<file path="src/rtl/decoder_4_16_strobe.sv">
// Registered 4-to-16 one-hot decoder with valid/ready input and a HOLD_CYCLES-long strobe.
// Define DEC_BACK_TO_BACK_EN to allow a new code in the final strobe cycle, so y has no zero gap.
module decoder_4_16_strobe #(
  parameter int unsigned HOLD_CYCLES = 4
) (
  input  logic        clk,
  input  logic        rst_n,
  input  logic        in_valid,
  output logic        in_ready,
  input  logic [3:0]  i,
  output logic [15:0] y,
  output logic        busy,
  output logic        done
);

  localparam int unsigned CNT_W = 8;
  localparam int unsigned OUT_W = 16;

  typedef enum logic {
    IDLE = 1'b0,
    HOLD = 1'b1
  } state_e;

  state_e             state_q, state_d;
  logic [OUT_W-1:0]   y_q, y_d;
  logic [CNT_W-1:0]   cnt_q, cnt_d;
  logic               last_c;
  logic               accept_c;

  // State register; reset clears an in-flight strobe without a done pulse
  always_ff @(posedge clk or negedge rst_n) begin
    if (!rst_n) begin
      state_q <= IDLE;
      y_q     <= '0;
      cnt_q   <= '0;
    end else begin
      state_q <= state_d;
      y_q     <= y_d;
      cnt_q   <= cnt_d;
    end
  end

  assign last_c   = (state_q == HOLD) && (cnt_q == '0);
  assign accept_c = in_valid && in_ready;

  // Next-state: capture the code on acceptance, count down while holding
  always_comb begin
    state_d = state_q;
    y_d     = y_q;
    cnt_d   = cnt_q;
    case (state_q)
      IDLE: begin
        if (accept_c) begin
          y_d     = OUT_W'(1) << i;
          cnt_d   = CNT_W'(HOLD_CYCLES - 1);
          state_d = HOLD;
        end
      end
      HOLD: begin
        if (cnt_q != '0) begin
          cnt_d = cnt_q - CNT_W'(1);
        end else begin
`ifdef DEC_BACK_TO_BACK_EN
          if (accept_c) begin
            y_d   = OUT_W'(1) << i;
            cnt_d = CNT_W'(HOLD_CYCLES - 1);
          end else begin
            y_d     = '0;
            state_d = IDLE;
          end
`else
          y_d     = '0;
          state_d = IDLE;
`endif
        end
      end
      default: begin
        y_d     = '0;
        cnt_d   = '0;
        state_d = IDLE;
      end
    endcase
  end

  // Outputs; in_ready is gated by rst_n so nothing is taken during reset
  always_comb begin
    in_ready = 1'b0;
    done     = last_c;
    busy     = (state_q == HOLD);
    y        = y_q;
`ifdef DEC_BACK_TO_BACK_EN
    in_ready = rst_n && ((state_q == IDLE) || last_c);
`else
    in_ready = rst_n && (state_q == IDLE);
`endif
  end

endmodule

</file>
<file path="config.mk">
export PLATFORM = sky130hd
export DESIGN_NAME = decoder_4_16_strobe
export DESIGN_NICKNAME = d
export VERILOG_FILES = /design/src/rtl/decoder_4_16_strobe.sv
export SDC_FILE = /design/constraint.sdc
export NUM_CORES = 1
export LEC_CHECK = 0
export CAP_MARGIN = 40
export CORE_MARGIN = 2
export CORE_UTILIZATION = 35
export CTS_CLUSTER_DIAMETER = 120
export CTS_CLUSTER_SIZE = 40
export DETAILED_ROUTE_END_ITERATION = 12
export GPL_TIMING_DRIVEN = 0
export HOLD_SLACK_MARGIN = 0.12
export PLACE_DENSITY = 0.7
export SYNTH_ARGS = -nofsm -noshare
export SYNTH_HDL_FRONTEND = slang
export SYNTH_SLANG_ARGS = --single-unit
</file>
<file path="constraint.sdc">
create_clock -name clk -period 1.8 [get_ports clk]
set_clock_uncertainty 0.1 [all_clocks]
set_input_delay 0.36 -clock clk [delete_from_list [all_inputs] [get_ports clk]]
set_output_delay 0.36 -clock clk [all_outputs]
set_load 0.1 [all_outputs]
</file>
==> impl_metrics.ini <==
[status]
status = finished with violations
violations = setup timing

[setup_path]
cp-end-kind = primary output
cp_slowest_cell = dfrtp_1
path_delay_family = simple AND/OR/NAND/NOR gates
rr_startpoint = cnt_q[4]$_DFFE_PN0P_
r2r_end = cnt_q[6]$_DFFE_PN0P_
critical_path_required_ns = 1.34
reg2reg_slack_ns = -0.15
crit_fanout = 2
startpoint_type = flop
reg2reg_depth = 5
critPathLaunch = cnt_q[0]$_DFFE_PN0P_
worst-setup-path-type = reg2out
critPathBufInv = 2
arrival_ns = 1.77
crit_path_cell_trace = inv_2 > ha_4 > or3b_4 > nor2_4 > and2_4 > buf_12
cp.depth = 6
crit_path_max_incr_delay_ns = 0.42

[timing]
hold_ws_ns = 0.4146
hold_viol = 0
max_freq_ghz = 0.4476
finalSetupViolations = 7
drv_slew = 0
tightest_slew_ns = 0.7591
period_needed_ns = 2.234
max_slew_margin = 0.4923
setup_ws_ns = -0.4340
post-route-period-util = 1.241
rsz0062_at_grt = yes

[power]
peakVddDrop_mv = 0.7805
p_comb_frac = 0.630
p_int_uw = 1655
p_sw_frac = 0.4523
clkPwrFrac = 0.085
powerDensity_mw_per_mm2 = 1393
finalPower_uw = 3021
p_seq_frac = 0.285
p_leak_uw = 0.0009813
switchingPower_uw = 1366

[floorplanning]
die-height_microns = 61.29
dieWidth_microns = 61.29
rows = 20
initial_core_util = 0.3732
dieArea_sq_mm = 0.003756
num_io_pins = 26
core_sq_mm = 0.003078

[layout]
nNetsFinal = 173
final_cell_mix = dfrtp_1, buf_12, dlygate4sd2_1, buf_4, a32o_1
final_util = 0.7045
areaGrowthSynthToFinish_pct = 88.78
register_area_sq_um = 633.1
n_fill_cell = 210
drive_gt1_frac = 0.4294
antenna_cells = 0
multi_input_area_sq_um = 610.6
final_common_cell = dfrtp_1

[global_route]
antenna_found_initial = 0
grt_pass1_wl_mm = 5.526
grt-ovfl-total = 0
grt_pass1_vias = 1202
track_usage = 0.1999
grt_max_degree = 18

[route]
vias_per_cell = 5.338
route.detailed.drc = 0
vias = 1105
wl_mm = 3.269
ant_nets = 0
first_pass_iters = 5
first_iter_violations = 57
wl_per_cell_microns = 15.79

[clock_network]
clkLatencyLatePin_ns = 0.32
cts_buffers = 3
clockRootBuffer = clkbuf_4
htree_levels = 1
clkTransAtPathRegs_ns = 0.14
clk_path_buf_depth = 2
cts.sinks = 25
cts_tree = done

[yosys]
ys_seq_area_frac = 0.5447
syn_nets = 109
synth.distinct_cells = 31
syn_inst = 100
ys_warn_count = 0
syn_area_per_cell_sq_um = 11.49
synth_area_sq_mm = 0.001149
ys_ff_latch = 25

[placement]
gp_congestion = 0.7566
dp_hpwl_mm = 2.205
io_buffers = 25

[hold_path]
hold_path_end = y[5]$_DFFE_PN0P_
hold_path.class = reg2reg
hold_depth = 1
hold_path_startpoint = y[5]$_DFFE_PN0P_

[flow_run]
maxCapViolCount = 0
## stage by stage
stage	worst slack [ns]	setup TNS (ns)	cell area [sq um]	std cells
floorplan	-0.1303	-0.4465	1214	100
global placement	-1.783	-31.37	1519	169
detailed placement	-0.9426	-14.24	1844	189
CTS	-0.4719	-2.110	2081	202
global route	-0.4830	-1.257	2168	207
finish	-0.4340	-0.8697	2168	207
## power groups by stage
stage / clock, uW / combinational (uW) / sequential [uW]
after global routing: 285 / 2030 / 885
after floorplan: 0 / 599 / 1200
final: 257 / 1900 / 862
after global placement: 0 / 1200 / 843
after CTS: 258 / 1760 / 836
after detailed placement: 0 / 1440 / 857
## registers in the layout, indices dropped and copies added (netlist names)
name	count
busy	1
cnt_q	8
y	16
## cells in the mapped netlist
master | n | area, sq um
nand3b_1 | 1 | 7.510
nand2_1 | 4 | 15.01
nor3b_1 | 1 | 7.510
nor3_1 | 3 | 15.01
a22o_1 | 4 | 35.03
o41ai_1 | 2 | 17.52
o211ai_1 | 1 | 7.510
inv_1 | 6 | 22.52
or3b_2 | 2 | 17.52
nor2b_1 | 2 | 12.51
mux2i_1 | 3 | 30.03
nand4b_1 | 1 | 8.760
nor2_1 | 7 | 26.28
o31ai_1 | 1 | 7.510
ha_1 | 2 | 25.02
dfrtp_1 | 25 | 625.6
clkbuf_2 | 1 | 5.000
and2_1 | 1 | 6.260
or4_1 | 2 | 15.01
nand4_1 | 1 | 6.260
clkbuf_1 | 2 | 7.510
and3_1 | 2 | 12.51
and3b_1 | 1 | 8.760
a41oi_2 | 1 | 16.27
o21ai_0 | 2 | 10.01
a32o_1 | 12 | 120.1
o2111ai_1 | 1 | 8.760
a311o_1 | 1 | 10.01
a21oi_1 | 4 | 20.02
buf_2 | 3 | 15.01
nor4_1 | 1 | 6.260
## per-layer routing
layer	up-vias	part of all wire	global-route usage
met1	551	0.39	0.2347
met5	-	0	0
met4	0	0.010	0.04969
met2	39	0.55	0.3708
met3	6	0.050	0.03992
li1	509	-	-
## layout make-up
class | count | area share
Sequential cell | 25 | 0.2920
Tap cell | 44 | 0.02539
Clock inverter | 1 | 0.002308
Multi-Input combinational cell | 63 | 0.2816
Timing Repair Buffer | 61 | 0.3589
Clock buffer | 3 | 0.01039
Inverter | 6 | 0.01039
Buffer | 4 | 0.01904
## worst max-delay path by stage
stage	slack (ns)	to
final	-0.43	done
after global routing	-0.48	done
after CTS	-0.47	done
after detailed placement	-0.94	in_ready
after global placement	-1.78	in_ready
after floorplan	-0.13	done
## cells by family after synthesis
group,after synthesis,synth area share
fa+ha+maj,2,0.02178
flops,25,0.5447
mux,3,0.02614
simple gates,29,0.1438
buf+inv,12,0.04357
compound gates,29,0.2201
## timing repair
| action | CTS | global route |
|---|---|---|
| endpoints found under the setup margin | 40 | 24 |
| hold buffers | 2 | 0 |
| resized for setup | 55 | 13 |
| pin swaps | 8 | 6 |
| endpoints found under the hold margin | 8 | 0 |
| setup buffers | 11 | 6 |
(Power assumes the default switching activity.)
